===== src/rtl/sram_like_arbiter_pkg.sv =====
// Shared definitions for the sram-like bus arbiter.
//   state_t      : arbiter FSM states (IDLE / REQ / WAIT)
//   ARB_FIXED/RR : arbitration mode selectors
//   clog2_min1() : index/counter width helper that never returns 0
package sram_like_arbiter_pkg;

  typedef enum logic [1:0] {
    ST_IDLE = 2'd0,
    ST_REQ  = 2'd1,
    ST_WAIT = 2'd2
  } state_t;

  localparam int ARB_FIXED = 0;
  localparam int ARB_RR    = 1;

  function automatic int clog2_min1(input int n);
    return (n > 1) ? $clog2(n) : 1;
  endfunction

endpackage


===== src/rtl/sram_like_arbiter_rr_arbiter.sv =====
// Combinational request picker for the sram-like arbiter.
//   req   : per-channel request vector
//   ptr   : round-robin search start (ignored when mode = 0)
//   mode  : 0 = lowest index wins, 1 = first set index at or after ptr
//   grant : one-hot winner (all zero when no request)
//   idx   : binary index of the winner
module sram_like_arbiter_rr_arbiter
  import sram_like_arbiter_pkg::*;
#(
  parameter int NCH   = 2,
  parameter int IDX_W = clog2_min1(NCH)
) (
  input  logic [NCH-1:0]   req,
  input  logic [IDX_W-1:0] ptr,
  input  logic             mode,
  output logic [NCH-1:0]   grant,
  output logic [IDX_W-1:0] idx
);

  int   start;
  int   cand;
  logic found;

  // Walk the channels once starting at the search origin, wrapping modulo NCH.
  always_comb begin
    grant = '0;
    idx   = '0;
    found = 1'b0;
    cand  = 0;
    start = (mode && NCH > 1) ? int'(ptr) : 0;
    for (int i = 0; i < NCH; i++) begin
      cand = (start + i) % NCH;
      if (!found && req[cand]) begin
        found       = 1'b1;
        grant[cand] = 1'b1;
        idx         = IDX_W'(cand);
      end
    end
  end

endmodule


===== src/rtl/sram_like_arbiter.sv =====
// Arbitrates NCH core-side memory channels onto one sram-like bus with a
// req/addr_ok/data_ok handshake, one transaction outstanding at a time.
//   cpu_clk_50M, cpu_rst_n          : clock, async active-low reset
//   ch_req/ch_we/ch_addr/ch_wdata   : per-channel request and fields (packed)
//   ch_addr_ok, ch_data_ok          : one-cycle accept / completion pulses
//   ch_rdata                        : shared read data, valid with ch_data_ok
//   bus_req/bus_we/bus_addr/wdata   : bus request and latched fields
//   bus_addr_ok, bus_data_ok, rdata : bus responses
//   busy                            : transaction in REQ or WAIT
//   err                             : sticky timeout / stray data_ok flag
//
// state   | meaning
// IDLE    | waiting for a channel request; grant is combinational
// REQ     | bus_req high, waiting for bus_addr_ok
// WAIT    | address accepted, waiting for bus_data_ok
module sram_like_arbiter
  import sram_like_arbiter_pkg::*;
#(
  parameter int NCH      = 2,
  parameter int ADDR_W   = 32,
  parameter int DATA_W   = 32,
  parameter int ARB_MODE = ARB_FIXED,
  parameter int TIMEOUT  = 255
) (
  input  logic                      cpu_clk_50M,
  input  logic                      cpu_rst_n,
  input  logic [NCH-1:0]            ch_req,
  input  logic [NCH*(DATA_W/8)-1:0] ch_we,
  input  logic [NCH*ADDR_W-1:0]     ch_addr,
  input  logic [NCH*DATA_W-1:0]     ch_wdata,
  output logic [NCH-1:0]            ch_addr_ok,
  output logic [NCH-1:0]            ch_data_ok,
  output logic [DATA_W-1:0]         ch_rdata,
  output logic                      bus_req,
  output logic [DATA_W/8-1:0]       bus_we,
  output logic [ADDR_W-1:0]         bus_addr,
  output logic [DATA_W-1:0]         bus_wdata,
  input  logic                      bus_addr_ok,
  input  logic                      bus_data_ok,
  input  logic [DATA_W-1:0]         bus_rdata,
  output logic                      busy,
  output logic                      err
);

  localparam int   WE_W    = DATA_W / 8;
  localparam int   IDX_W   = clog2_min1(NCH);
  localparam int   CNT_W   = clog2_min1(TIMEOUT + 1);
  localparam logic RR_MODE = (ARB_MODE == ARB_RR);

  state_t           state, state_nx;
  logic [IDX_W-1:0] gnt_q, ptr_q, arb_idx;
  logic [NCH-1:0]   arb_grant, gnt_oh;
  logic [CNT_W-1:0] tmo_cnt;
  logic             tmo_hit, accept, abort;

  sram_like_arbiter_rr_arbiter #(.NCH(NCH), .IDX_W(IDX_W)) u_arb (
    .req   (ch_req),
    .ptr   (ptr_q),
    .mode  (RR_MODE),
    .grant (arb_grant),
    .idx   (arb_idx)
  );

  assign gnt_oh  = NCH'(1) << gnt_q;
  assign tmo_hit = (TIMEOUT != 0) && (tmo_cnt == CNT_W'(TIMEOUT));
  assign busy    = (state != ST_IDLE);

  always_comb begin
    state_nx   = state;
    ch_addr_ok = '0;
    ch_data_ok = '0;
    ch_rdata   = '0;
    bus_req    = 1'b0;
    accept     = 1'b0;
    abort      = 1'b0;
    case (state)
      ST_IDLE: begin
        // Gated by reset so no channel sees an accept that the registers drop.
        if (cpu_rst_n && |ch_req) begin
          accept     = 1'b1;
          ch_addr_ok = arb_grant;
          state_nx   = ST_REQ;
        end
      end
      ST_REQ: begin
        bus_req = 1'b1;
        if (bus_addr_ok) begin
          if (bus_data_ok) begin
            ch_data_ok = gnt_oh;
            ch_rdata   = bus_rdata;
            state_nx   = ST_IDLE;
          end else begin
            state_nx = ST_WAIT;
          end
        end else if (tmo_hit) begin
          abort      = 1'b1;
          bus_req    = 1'b0;
          ch_data_ok = gnt_oh;
          state_nx   = ST_IDLE;
        end
      end
      ST_WAIT: begin
        if (bus_data_ok) begin
          ch_data_ok = gnt_oh;
          ch_rdata   = bus_rdata;
          state_nx   = ST_IDLE;
        end else if (tmo_hit) begin
          abort      = 1'b1;
          ch_data_ok = gnt_oh;
          state_nx   = ST_IDLE;
        end
      end
      default: state_nx = ST_IDLE;
    endcase
  end

  always_ff @(posedge cpu_clk_50M or negedge cpu_rst_n) begin
    if (!cpu_rst_n) begin
      state     <= ST_IDLE;
      gnt_q     <= '0;
      ptr_q     <= '0;
      bus_we    <= '0;
      bus_addr  <= '0;
      bus_wdata <= '0;
      tmo_cnt   <= '0;
      err       <= 1'b0;
    end else begin
      state <= state_nx;
      if (accept) begin
        gnt_q     <= arb_idx;
        bus_we    <= ch_we[int'(arb_idx)*WE_W +: WE_W];
        bus_addr  <= ch_addr[int'(arb_idx)*ADDR_W +: ADDR_W];
        bus_wdata <= ch_wdata[int'(arb_idx)*DATA_W +: DATA_W];
        ptr_q     <= (int'(arb_idx) == NCH - 1) ? '0 : arb_idx + 1'b1;
      end
      // Any bus progress restarts the no-response window.
      if (accept || (state == ST_REQ && bus_addr_ok)) begin
        tmo_cnt <= '0;
      end else if (state != ST_IDLE) begin
        tmo_cnt <= tmo_cnt + 1'b1;
      end
      if (abort || (state == ST_IDLE && bus_data_ok)) begin
        err <= 1'b1;
      end
    end
  end

endmodule


===== config.mk =====
export PLATFORM = sky130hd
export DESIGN_NAME = sram_like_arbiter
export DESIGN_NICKNAME = d
export VERILOG_FILES = /design/src/rtl/sram_like_arbiter_pkg.sv /design/src/rtl/sram_like_arbiter_rr_arbiter.sv /design/src/rtl/sram_like_arbiter.sv
export SDC_FILE = /design/constraint.sdc
export NUM_CORES = 1
export LEC_CHECK = 0
export BUFFER_PORTS_ARGS = -buffer_cell sky130_fd_sc_hd__buf_2
export CAP_MARGIN = 20
export CORE_AREA = 2 2 108 110
export CTS_BUF_LIST = sky130_fd_sc_hd__clkbuf_16
export CTS_CLUSTER_DIAMETER = 40
export DETAILED_ROUTE_END_ITERATION = 10
export DIE_AREA = 0 0 110 112
export PLACE_DENSITY = 0.73
export REMOVE_ABC_BUFFERS = 1
export SYNTH_ARGS = -nofsm -noshare
export SYNTH_HDL_FRONTEND = slang
export SYNTH_HIERARCHICAL = 1
export SYNTH_SLANG_ARGS = --single-unit
export TNS_END_PERCENT = 10

===== constraint.sdc =====
create_clock -name cpu_clk_50M -period 5.65 [get_ports cpu_clk_50M]
set_input_delay 1.695 -clock cpu_clk_50M [delete_from_list [all_inputs] [get_ports cpu_clk_50M]]
set_output_delay 1.695 -clock cpu_clk_50M [all_outputs]
set_load 0.1 [all_outputs]

## Word level (Yosys, flattened, before mapping)

Cells that the tools add are included.

| storage, ports and cells | value |
|---|---|
| bits of input ports | 174 |
| register bits | 80 |

| operators by class | value |
|---|---|
| shift operators | 4 |
| add/sub/neg operators | 1 |
| reduce and logical (&&, ||, !) cells | 11 |
| eq/ne operators | 4 |
| multiplexer cells | 31 |

Operators with widths:

| cell | number |
|---|---|
| $shiftx 64x7->32 | 2 |
| $mux 32 | 2 |
| $pmux 32 s2 | 1 |
| $mux 2 | 12 |
| $mux 8 | 2 |
| $mux 1 | 11 |
| $add 8x1->8 const B | 1 |
| $eq 8x8->1 const B | 1 |
| $shiftx 8x4->4 | 1 |
| $pmux 2 s3 | 1 |
| $logic_and 1x1->1 | 4 |
| $pmux 2 s2 | 1 |
| $reduce_bool 2->1 | 2 |
| $eq 2x1->1 const B | 1 |
| $eq 2x2->1 const B | 1 |
| $logic_not 2->1 | 1 |
| $logic_or 1x1->1 | 2 |
| $ne 2x2->1 const B | 1 |
| $pmux 1 s2 | 1 |
| $reduce_or 2->1 | 1 |
| $shl 1x1->2 const A | 1 |
| $logic_not 1->1 | 1 |

## Logic depth before layout (Yosys ltp)

| logic depth | value |
|---|---|
| depth in word-level cells | 6 |
| depth in mapped cells | 9 |

## By module

Netlist, hierarchy kept.

Modules (own cells, without submodules):

| module | cells each | sequential area each (um^2) | area an instance (um^2) | times used |
|---|---|---|---|---|
| sram_like_arbiter | 417 | 2,026.9 | 4,080.2 | 1 |
| sram_like_arbiter_rr_arbiter | 5 | 0.0 | 28.8 | 1 |

## Least setup slack after synthesis

Ideal clock, no wire load.

| timing | value |
|---|---|
| path kind | in2out |
| from | input port bus_addr_ok |
| to | output port ch_data_ok[1] |
| buffers on the path | 1 |
| data required time | 3.955 ns |
| stages | 4 |
| setup slack | -0.318 ns |
| data arrival time | 4.273 ns |
| path through | and2_1 clkbuf_1 o211ai_1 a21boi_0 |

| on the way | value |
|---|---|
| longest elaborated chain between the ends | 2 |

RTL lines:

| what | line | source |
|---|---|---|
| start, declared | sram_like_arbiter.sv:38 | `input logic bus_addr_ok,` |
| $mux 2 | sram_like_arbiter.sv:87 | `if (bus_addr_ok) begin` |
| $pmux 2 s2 | sram_like_arbiter.sv:76 | `case (state)` |
| end, declared | sram_like_arbiter.sv:32 | `output logic [NCH-1:0] ch_data_ok,` |

Every way passes these cells.

## Final worst setup path

| timing | value |
|---|---|
| from | input port bus_addr_ok |
| to | output port ch_rdata[22] |

| on the way | value |
|---|---|
| longest elaborated chain between the ends | 2 |

RTL lines:

| what | line | source |
|---|---|---|
| $mux 32 | sram_like_arbiter.sv:87 |  |
| $pmux 32 s2 | sram_like_arbiter.sv:76 |  |
| end, declared | sram_like_arbiter.sv:33 | `output logic [DATA_W-1:0] ch_rdata,` |

Every way passes these cells.

==> results.cfg <==
[critical_path]
crit_required_ns = 3.95
crit_type = input port to primary output
startpoint_type = input port
crit_path_end_kind = primary output
cp_max_fo = 32
worstPathArrival_ns = 3.28

[drt]
drt_first_pass_iters = 5
drtAntennaViolNets = 0
num_vias = 3893
wl_um = 12200
vias_per_cell = 4.65
drt_iter0_drc = 165
wl_per_cell_um = 14.5
drc = 0

[sta]
fin_crit_ns = 4.98
slew_violations = 0
skew_ns = 0.00963
hold_violations = 0
tightest_slew_ns = 1.14
relSlewSlack_pct = 24.1
rsz0062_at_grt = false
finalSetupTns_ns = 0
fmax_mhz = 201
min_period_over_period_pct = 88.1
whs_ns = 0.473
finalSetupViolCount = 0

[clock_tree]
cts_tree = yes
clk_pin_slew_ns = 0.06
cts_buffers = 9
htree_levels = 3
cts.sinks = 81
root_buffer = clkbuf_16
clockBufferDepth = 2
hold_buffers = 0
post-cts-setup-buffers = 0
clk_latency_ns = 0.33
cts_resized = 0

[synth]
synth_top_area_share_pct = 49.3
yosys_warnings = 6
synth_area_um2 = 4110
synth.distinct_cells = 37
netlist_top_cells_area = dfrtp_1 (49%), mux2i_1 (17%), o21ai_0 (8.9%)
syn_inst = 422
synth-async-reset-ratio_pct = 100
synth_ff_type = dfrtp_1
synth_edf_count = 0
syn_avg_cell_area_um2 = 9.74
synth_seq_area_share_pct = 49.3
ys_ff_latch = 81
synth.largest_area_cell = dfrtp_1

[cells_and_area]
drive_gt1_share_pct = 44.2
syn_to_final_growth_pct = 45.4
mostFrequentLayoutCell = buf_2
final_cell_mix = buf_2 (277), dfrtp_1 (81), nand2_1 (74), o21ai_0 (73), mux2i_1 (68)
num_antenna_cells = 0
final_cells = 838
design_area_um2 = 5970
nNetsFinal = 869

[global_routing]
antenna_found_initial = 0
overflow = 0
grtUsageMet3_pct = 4.86
grt.busiest_layer = met2
met2_usage_pct = 32.8
use_met1_pct = 26.1
grt_start_max_net_pins = 77
groute.usage.overall_pct = 20.1
grt_pass1_vias = 3895
grt_pass1_wl_um = 19100

[floorplan]
start_util_pct = 36.8
dieArea_um2 = 12300
rows = 39
io_pins = 281
die_y_um = 112
core-area_um2 = 11200
fp.dieW_um = 110

[placement]
port_buffers = 280
placed_area_um2 = 5650
gp_congestion = 0.881
hpwl_um = 9600
dpl.cell_count = 822

[worst_hold_path]
hp-class = register to register

[status]
status = completed

[flow_run]
drv_cap = 0
## synth_stat cells, types with 2 or more instances
library cell and number:
and2_1 34, o211ai_1 2, nand2b_1 2, nand2_1 74
a31oi_1 2, dfrtp_1 81, buf_2 17, a21oi_1 7
a21boi_1 2, nand3_1 3, inv_1 8, nor2_1 9
ha_1 5, a21boi_0 2, o21ai_0 73, clkbuf_1 12
mux2i_1 68, xnor2_1 2
## metal layers
metal,wire length [um],up-vias
met2,6140,129
met4,110,0
met1,5060,1780
met5,0,-
met3,869,9
li1,-,1975
## worst max-delay path, stage by stage
cell,delay [ns]
buf_2,0.09
and2_1,0.26
o211a_1,0.58
and2_1,0.22
buf_2,0.42
## stage by stage
step / worst slack (ns) / utilization (%)
2_1_floorplan: -1.48 / -
3_3_place_gp: 0.786 / 50.5
3_5_place_dp: 0.689 / 50.5
4_1_cts: 0.683 / 53.5
5_1_grt: 0.514 / 53.5
6_report: 0.673 / 53.5
## final cells by class
class,count,area [um^2]
Clock buffer,9,225
Clock inverter,7,103
Fill cell,1025,5200
Inverter,8,30.0
Multi-Input combinational cell,305,1940
Sequential cell,81,2030
Tap cell,143,179
Timing Repair Buffer,285,1470
## state kept, by name (all words and copies together) (netlist names)
register / flops
bus_wdata: 32
tmo_cnt: 8
bus_addr: 32
ptr_q: 1
bus_we: 4
state: 2
err: 1
gnt_q: 1
## worst paths after layout
check	endpoint	from	slack (ns)	cells past startpoint
worst min-delay path	err	err	0.47	2
worst min register to register	err	err	0.47	2
max in group asynchronous	bus_wdata[17]	cpu_rst_n	3.27	3
min in group asynchronous	bus_we[0]	cpu_rst_n	1.39	2
worst max register to register	tmo_cnt[2]	state[0]	3.53	7
worst max-delay path	ch_rdata[22]	bus_addr_ok	0.67	5
## kinds of logic (layout without fill, tap and decap cells)
family          count (synthesis)  count (layout)  synth area share (%)
compound gates                 96              96                  12.7
xor+xnor                        3               3                 0.640
fa+ha+maj                       5               5                  1.52
buf+inv                        37             309                  3.90
flops                          81              81                  49.3
mux                            69              69                  16.8
other cells                     1               2                0.0913
simple gates                  130             130                  15.0
Power is not shown: default switching activity piles up to over one toggle a cycle in this logic, so the estimate is an artifact.
